File: src/rtl/float_combine_pipe.sv
// rtl/float_combine_pipe.sv - three-stage normalise/round/pack of {sign, exp, extended mantissa} to a float word
// FLOAT_COMBINE_PIPE_ROUND_EN selects round-to-nearest-even; truncation otherwise.
module float_combine_pipe #(
   parameter int EXP_WIDTH   = 8,
   parameter int MAN_WIDTH   = 23,
   parameter int EXTRA_WIDTH = 3
) (
   input  logic                               clk,
   input  logic                               rst_n,
   input  logic                               in_valid,
   output logic                               in_ready,
   input  logic                               in_sign,
   input  logic [EXP_WIDTH+1:0]               in_exp,
   input  logic [MAN_WIDTH+EXTRA_WIDTH+1:0]   in_man,
   output logic                               out_valid,
   input  logic                               out_ready,
   output logic [EXP_WIDTH+MAN_WIDTH:0]       out_res,
   output logic [2:0]                         out_flags
);
   localparam int EW  = EXP_WIDTH;
   localparam int MW  = MAN_WIDTH;
   localparam int XW  = EXTRA_WIDTH;
   localparam int NW  = MW + XW + 2;
   localparam int LZW = $clog2(NW + 1);
   localparam int E1W = EW + 3;
   localparam int PW  = EW + 2;
   localparam int RW  = EW + MW + 1;
   localparam logic [PW:0] EXP_MAX = (PW+1)'((1 << EW) - 1);

   logic             v1_q, v1_d, sign1_q, sign1_d, zero1_q, zero1_d;
   logic [LZW-1:0]   lz1_q, lz1_d;
   logic [E1W-1:0]   e1_q, e1_d;
   logic [NW-1:0]    man1_q, man1_d;

   logic             v2_q, v2_d, sign2_q, sign2_d, zero2_q, zero2_d, sub2_q, sub2_d;
   logic [PW-1:0]    exp2_q, exp2_d;
   logic [MW:0]      mant2_q, mant2_d;
   logic             grd2_q, grd2_d, rnd2_q, rnd2_d, stk2_q, stk2_d;

   logic             v3_q, v3_d;
   logic [RW-1:0]    res3_q, res3_d;
   logic [2:0]       flags3_q, flags3_d;

   logic             load1, load2, load3;
   logic [LZW-1:0]   lz;
   logic             found;
   logic [NW-1:0]    norm, shifted;
   logic             e1_le0, lost;
   logic [E1W-1:0]   sh_full;
   logic [LZW-1:0]   sh;
   logic             inc, carry, inexact, ovf;
   logic [MW+1:0]    sum;
   logic [MW-1:0]    man_out;
   logic [PW:0]      exp_res;

   // A stage advances when empty or when its successor advances.
   always_comb begin
      load3    = !v3_q || out_ready;
      load2    = !v2_q || load3;
      load1    = !v1_q || load2;
      in_ready = load1;
   end

   always_comb begin
      lz    = LZW'(NW);
      found = 1'b0;
      for (int i = NW - 1; i >= 0; i--) begin
         if (!found && in_man[i]) begin
            lz    = LZW'(NW - 1 - i);
            found = 1'b1;
         end
      end
      v1_d    = load1 ? in_valid : v1_q;
      sign1_d = sign1_q;
      zero1_d = zero1_q;
      lz1_d   = lz1_q;
      e1_d    = e1_q;
      man1_d  = man1_q;
      if (load1 && in_valid) begin
         sign1_d = in_sign;
         zero1_d = (in_man == '0);
         lz1_d   = lz;
         man1_d  = in_man;
         e1_d    = {in_exp[PW-1], in_exp} + E1W'(1) - E1W'(lz);
      end
   end

   // Denormalising shift: everything pushed below the kept bits folds into sticky.
   always_comb begin
      norm    = man1_q << lz1_q;
      e1_le0  = e1_q[E1W-1] || (e1_q == '0);
      sh_full = E1W'(1) - e1_q;
      if (!e1_le0)
         sh = '0;
      else if (sh_full > E1W'(NW))
         sh = LZW'(NW);
      else
         sh = sh_full[LZW-1:0];
      shifted = norm >> sh;
      lost    = |(norm & ~({NW{1'b1}} << sh));

      v2_d    = load2 ? v1_q : v2_q;
      sign2_d = sign2_q;
      zero2_d = zero2_q;
      sub2_d  = sub2_q;
      exp2_d  = exp2_q;
      mant2_d = mant2_q;
      grd2_d  = grd2_q;
      rnd2_d  = rnd2_q;
      stk2_d  = stk2_q;
      if (load2 && v1_q) begin
         sign2_d = sign1_q;
         zero2_d = zero1_q;
         sub2_d  = e1_le0;
         exp2_d  = e1_le0 ? '0 : e1_q[PW-1:0];
         mant2_d = shifted[NW-1 -: MW+1];
         grd2_d  = shifted[XW];
         rnd2_d  = shifted[XW-1];
         stk2_d  = (|shifted[XW-2:0]) | lost;
      end
   end

   always_comb begin
`ifdef FLOAT_COMBINE_PIPE_ROUND_EN
      inc = grd2_q & (rnd2_q | stk2_q | mant2_q[0]);
`else
      inc = 1'b0;
`endif
      sum     = {1'b0, mant2_q} + (MW+2)'(inc);
      // A subnormal that rounds into the hidden-bit position becomes exponent 1.
      carry   = sub2_q ? sum[MW] : sum[MW+1];
      man_out = (!sub2_q && sum[MW+1]) ? sum[MW:1] : sum[MW-1:0];
      exp_res = {1'b0, exp2_q} + (PW+1)'(carry);
      inexact = grd2_q | rnd2_q | stk2_q;
      ovf     = (exp_res >= EXP_MAX);

      v3_d     = load3 ? v2_q : v3_q;
      res3_d   = res3_q;
      flags3_d = flags3_q;
      if (load3 && v2_q) begin
         if (zero2_q) begin
            res3_d   = {sign2_q, {(RW-1){1'b0}}};
            flags3_d = 3'b000;
         end else if (ovf) begin
            res3_d   = {sign2_q, {EW{1'b1}}, {MW{1'b0}}};
            flags3_d = 3'b101;
         end else begin
            res3_d   = {sign2_q, exp_res[EW-1:0], man_out};
            flags3_d = {1'b0, sub2_q & inexact, inexact};
         end
      end
   end

   always_ff @(posedge clk) begin
      if (!rst_n) begin
         v1_q     <= 1'b0;
         sign1_q  <= 1'b0;
         zero1_q  <= 1'b0;
         lz1_q    <= '0;
         e1_q     <= '0;
         man1_q   <= '0;
         v2_q     <= 1'b0;
         sign2_q  <= 1'b0;
         zero2_q  <= 1'b0;
         sub2_q   <= 1'b0;
         exp2_q   <= '0;
         mant2_q  <= '0;
         grd2_q   <= 1'b0;
         rnd2_q   <= 1'b0;
         stk2_q   <= 1'b0;
         v3_q     <= 1'b0;
         res3_q   <= '0;
         flags3_q <= '0;
      end else begin
         v1_q     <= v1_d;
         sign1_q  <= sign1_d;
         zero1_q  <= zero1_d;
         lz1_q    <= lz1_d;
         e1_q     <= e1_d;
         man1_q   <= man1_d;
         v2_q     <= v2_d;
         sign2_q  <= sign2_d;
         zero2_q  <= zero2_d;
         sub2_q   <= sub2_d;
         exp2_q   <= exp2_d;
         mant2_q  <= mant2_d;
         grd2_q   <= grd2_d;
         rnd2_q   <= rnd2_d;
         stk2_q   <= stk2_d;
         v3_q     <= v3_d;
         res3_q   <= res3_d;
         flags3_q <= flags3_d;
      end
   end

   assign out_valid = v3_q;
   assign out_res   = res3_q;
   assign out_flags = flags3_q;
endmodule

File: config.mk
export PLATFORM = sky130hd
export DESIGN_NAME = float_combine_pipe
export DESIGN_NICKNAME = d
export VERILOG_FILES = /design/src/rtl/float_combine_pipe.sv
export SDC_FILE = /design/constraint.sdc
export NUM_CORES = 1
export LEC_CHECK = 0
export CAP_MARGIN = 20
export CORE_MARGIN = 2
export CORE_UTILIZATION = 59
export DETAILED_ROUTE_END_ITERATION = 8
export PLACE_DENSITY_LB_ADDON = 0.12
export SETUP_SLACK_MARGIN = 0.5
export SLEW_MARGIN = 10
export SYNTH_ARGS = -nofsm -noshare
export SYNTH_HDL_FRONTEND = slang
export SYNTH_SLANG_ARGS = --single-unit
File: constraint.sdc
create_clock -name clk -period 4.85 [get_ports clk]
set_clock_uncertainty 0.05 [all_clocks]
set_input_delay 0.97 -clock clk [delete_from_list [all_inputs] [get_ports clk]]
set_output_delay 0.97 -clock clk [all_outputs]
set_load 0.02 [all_outputs]
==> impl_metrics.py <==
metrics = {
    "status": {
        "status": "complete, no violations",
    },
    "final_layout": {
        "fillers": 1228,
        "areaGrowthSynthToFinish_pct": 20.0,
        "fin_area_sq_um": 10800,
        "seqCellArea_sq_um": 2480,
        "multi_input_area_sq_um": 6130,
        "drive_gt1_share_pct": 13.1,
        "n_antenna_cell": 0,
        "final_nets": 1245,
    },
    "synthesis": {
        "syn-instance-count": 1122,
        "netlist_area_sq_um": 8960,
        "synth_edf_count": 0,
        "postSynthAreaPerCell_sq_um": 7.99,
        "yosysWarnings": 0,
        "synth_fp_nets": 1184,
        "synth.ff_latch_count": 124,
        "synthArstFlopShare_pct": 0,
        "ys_seq_area_share_pct": 27.7,
        "yosysUniqueCellTypes": 75,
        "synthFlopType": "dfxtp_1",
    },
    "global_route": {
        "grt.met3_usage_pct": 7.16,
        "grt_antenna_before_repair": 0,
        "busiest_layer": "met2",
        "grt_pass1_vias": 8156,
        "grt_remaining_overflow": 0,
        "grtUsageTotal_pct": 31.2,
        "met1_usage_pct": 45.1,
        "grt_first_pass_wirelength_um": 41300,
        "grtUsageMet2_pct": 46.9,
        "grt_max_degree": 77,
    },
    "placement": {
        "pre_cts_ws_ns": -0.0951,
        "dp_hpwl_um": 18100,
        "numPortBuffers": 79,
        "dpl_cell_area_sq_um": 9970,
        "gp_congestion": 0.957,
    },
    "floorplanning": {
        "die_area_sq_um": 16200,
        "die_width_um": 127,
        "die_h_um": 127,
        "rows": 45,
        "core-area_sq_um": 15000,
        "start_util_pct": 59.6,
        "ios": 80,
    },
    "cts": {
        "clkTransAtPathRegs_ns": 0.06,
        "h-tree-depth": 4,
        "cts_hold_buffers": 0,
        "cts_sinks": 124,
        "clkLatencyLatePin_ns": 0.43,
        "cts_tree": "built",
        "cts_buffers": 17,
        "clk_path_buf_depth": 2,
        "cts-root-buf": "clkbuf_16",
    },
    "route": {
        "drc": 0,
        "drt_wl_total_um": 25300,
        "routed_via_density": 6.39,
        "wl_per_cell_um": 18.3,
        "first_pass_iters": 6,
        "antenna_left": 0,
        "drt-initial-drc-count": 949,
        "via_count": 8849,
    },
    "worst_setup_path": {
        "startpoint": "in_man[4]",
        "path_cells": "clkdlybuf4s50_1, nor4_2, a32oi_1, o31ai_4, o21ai_1, ha_2, ha_4, fa_2, a21oi_2, nor2_1, nor2_1, o21bai_1, a21oi_2, o21bai_1, a21oi_1, xor2_1, o21ai_1, and2_1",
        "required_ns": 5.12,
        "crit_type": "input pin to flip-flop",
        "cp.arrival_ns": 4.35,
        "critPathMaxStageDelay_ns": 0.50,
        "rr_startpoint": "e1_q[1]",
        "worstSetupStartpointType": "input pin",
        "cp_max_fo": 5,
        "cp-end-kind": "flip-flop",
        "critical_path.slowest_cell": "clkdlybuf4s50_1",
        "r2r_slack_ns": 0.80,
    },
    "sta": {
        "setup_violations": 0,
        "relSlewSlack_pct": 34.8,
        "slew_viol_final": 0,
        "fin_tns_setup_ns": 0,
        "fmax_mhz": 245,
        "hold_viol": 0,
        "fin_crit_ns": 4.08,
        "min_period_over_period_pct": 84.2,
        "rsz0062_at_grt": "no",
        "setup_ws_ns": 0.768,
        "tightest_slew_ns": 0.974,
    },
    "job": {
        "maxCapViolations": 0,
    },
    "hold_path": {
        "hp-start": "mant2_q[15]",
        "hold_path.class": "flip-flop to flip-flop",
    },
    "pwr": {
        "p_total_uw": 3300,
        "ir_drop_mv": 0.273,
        "powerDensity_nw_per_um2": 307,
        "p_leak_uw": 0.00409,
    },
}
## final timing paths
path	end	depth (start not counted)
max	e1_q[9]	18
min	mant2_q[15]	2
max reg2reg	stk2_q	12
min reg2reg	mant2_q[15]	2
## layout make-up
cell class | count | area share (%)
sequential | 124 | 23.1
inverter | 28 | 0.978
clock inverter | 15 | 1.83
multi-input combinational | 885 | 57.1
timing repair buffer | 127 | 10.9
clock buffer | 17 | 3.96
tap | 188 | 2.19
## routing by layer
| layer | wire (um) | up-vias |
|---|---|---|
| met1 | 11400 | 4137 |
| met5 | 0 | - |
| li1 | - | 4232 |
| met3 | 2250 | 58 |
| met2 | 11200 | 422 |
| met4 | 492 | 0 |
## kinds of logic after synthesis
logic type	after synthesis	synth area share, %
simple gates	415	22.2
compound gates	322	24.7
flops	124	27.7
mux	114	15.6
buf+inv	113	5.49
fa+ha+maj	20	2.85
xor+xnor	14	1.37
## cells in the mapped netlist (7+ instances only)
library cell,n,area share [%]
mux2i_1,75,8.4
o31ai_1,8,0.67
or3_1,7,0.49
a21boi_0,49,4.1
ha_1,18,2.5
o22ai_1,8,0.56
nor4_1,8,0.56
xnor2_1,9,0.88
mux4_2,18,4.5
clkbuf_1,55,2.3
a211oi_1,15,1.3
and2_1,19,1.3
a32oi_1,7,0.68
nor3_1,22,1.2
nor2_1,72,3.0
nor2b_1,56,3.9
dfxtp_1,124,28
o21ai_1,11,0.61
nand2_1,160,6.7
inv_1,28,1.2
buf_2,15,0.84
o211ai_1,13,1.1
nand2b_1,10,0.70
a31oi_1,13,0.91
a21oi_1,54,3.0
mux2_2,17,2.1
o21ai_0,48,2.7
nand3_1,29,1.6
nand3b_1,7,0.59
a22oi_1,37,3.1
## critical path: cells and delay by family
kind,cells,cell delay [ns]
buf+inv,1,0.50
compound gates,9,1.27
xor+xnor,1,0.16
fa+ha+maj,3,0.75
simple gates,4,0.72
## where the power goes
group	internal (uW)	leakage (uW)	switching [uW]	total, uW
clock network	786	0.000299	557	1340
registers	1060	0.00101	56.6	1120
logic	330	0.00278	507	837
## stage by stage
step | hold WS (ns) | utilization (%) | cells
after floorplan | 0.385 | - | 1122
after global placement | 0.399 | 66.3 | 1346
after detailed placement | 0.402 | 66.3 | 1346
after CTS | 0.413 | 70.6 | 1379
after global routing | 0.431 | 71.5 | 1384
final | 0.411 | 71.5 | 1384
## flip-flops by register name (all words and copies together) (netlist names)
name       cells
e1_q          11
exp2_q        10
grd2_q         1
lz1_q          5
man1_q        28
mant2_q       24
out_flags      3
out_res       32
out_valid      1
rnd2_q         1
sign1_q        1
sign2_q        1
stk2_q         1
sub2_q         1
v1_q           1
v2_q           1
zero1_q        1
zero2_q        1
## repair_timing
item / in CTS / in global routing
setup buffers: 1 / 4
pin swaps: 4 / 22
gates resized for setup: 10 / 44
cloned: 0 / 0
endpoints found under the setup margin: 1 / 24
## cell usage in the layout (no fill, tap or decap), drive strengths merged, types with 10 or more instances in the layout
cell           count
o21ai             59
nor3              22
nor2b             56
and2              19
buf               49
nor2              72
a31oi             13
nand2            160
a211oi            15
mux2i             75
mux4              18
dlymetal6s2s      13
clkbuf            22
mux2              21
a22oi             37
clkdlybuf4s50     58
inv               37
ha                18
dfxtp            124
nand3             29
a21boi            51
nand2b            10
o211ai            13
a21oi             56
(Power assumes the default switching activity.)
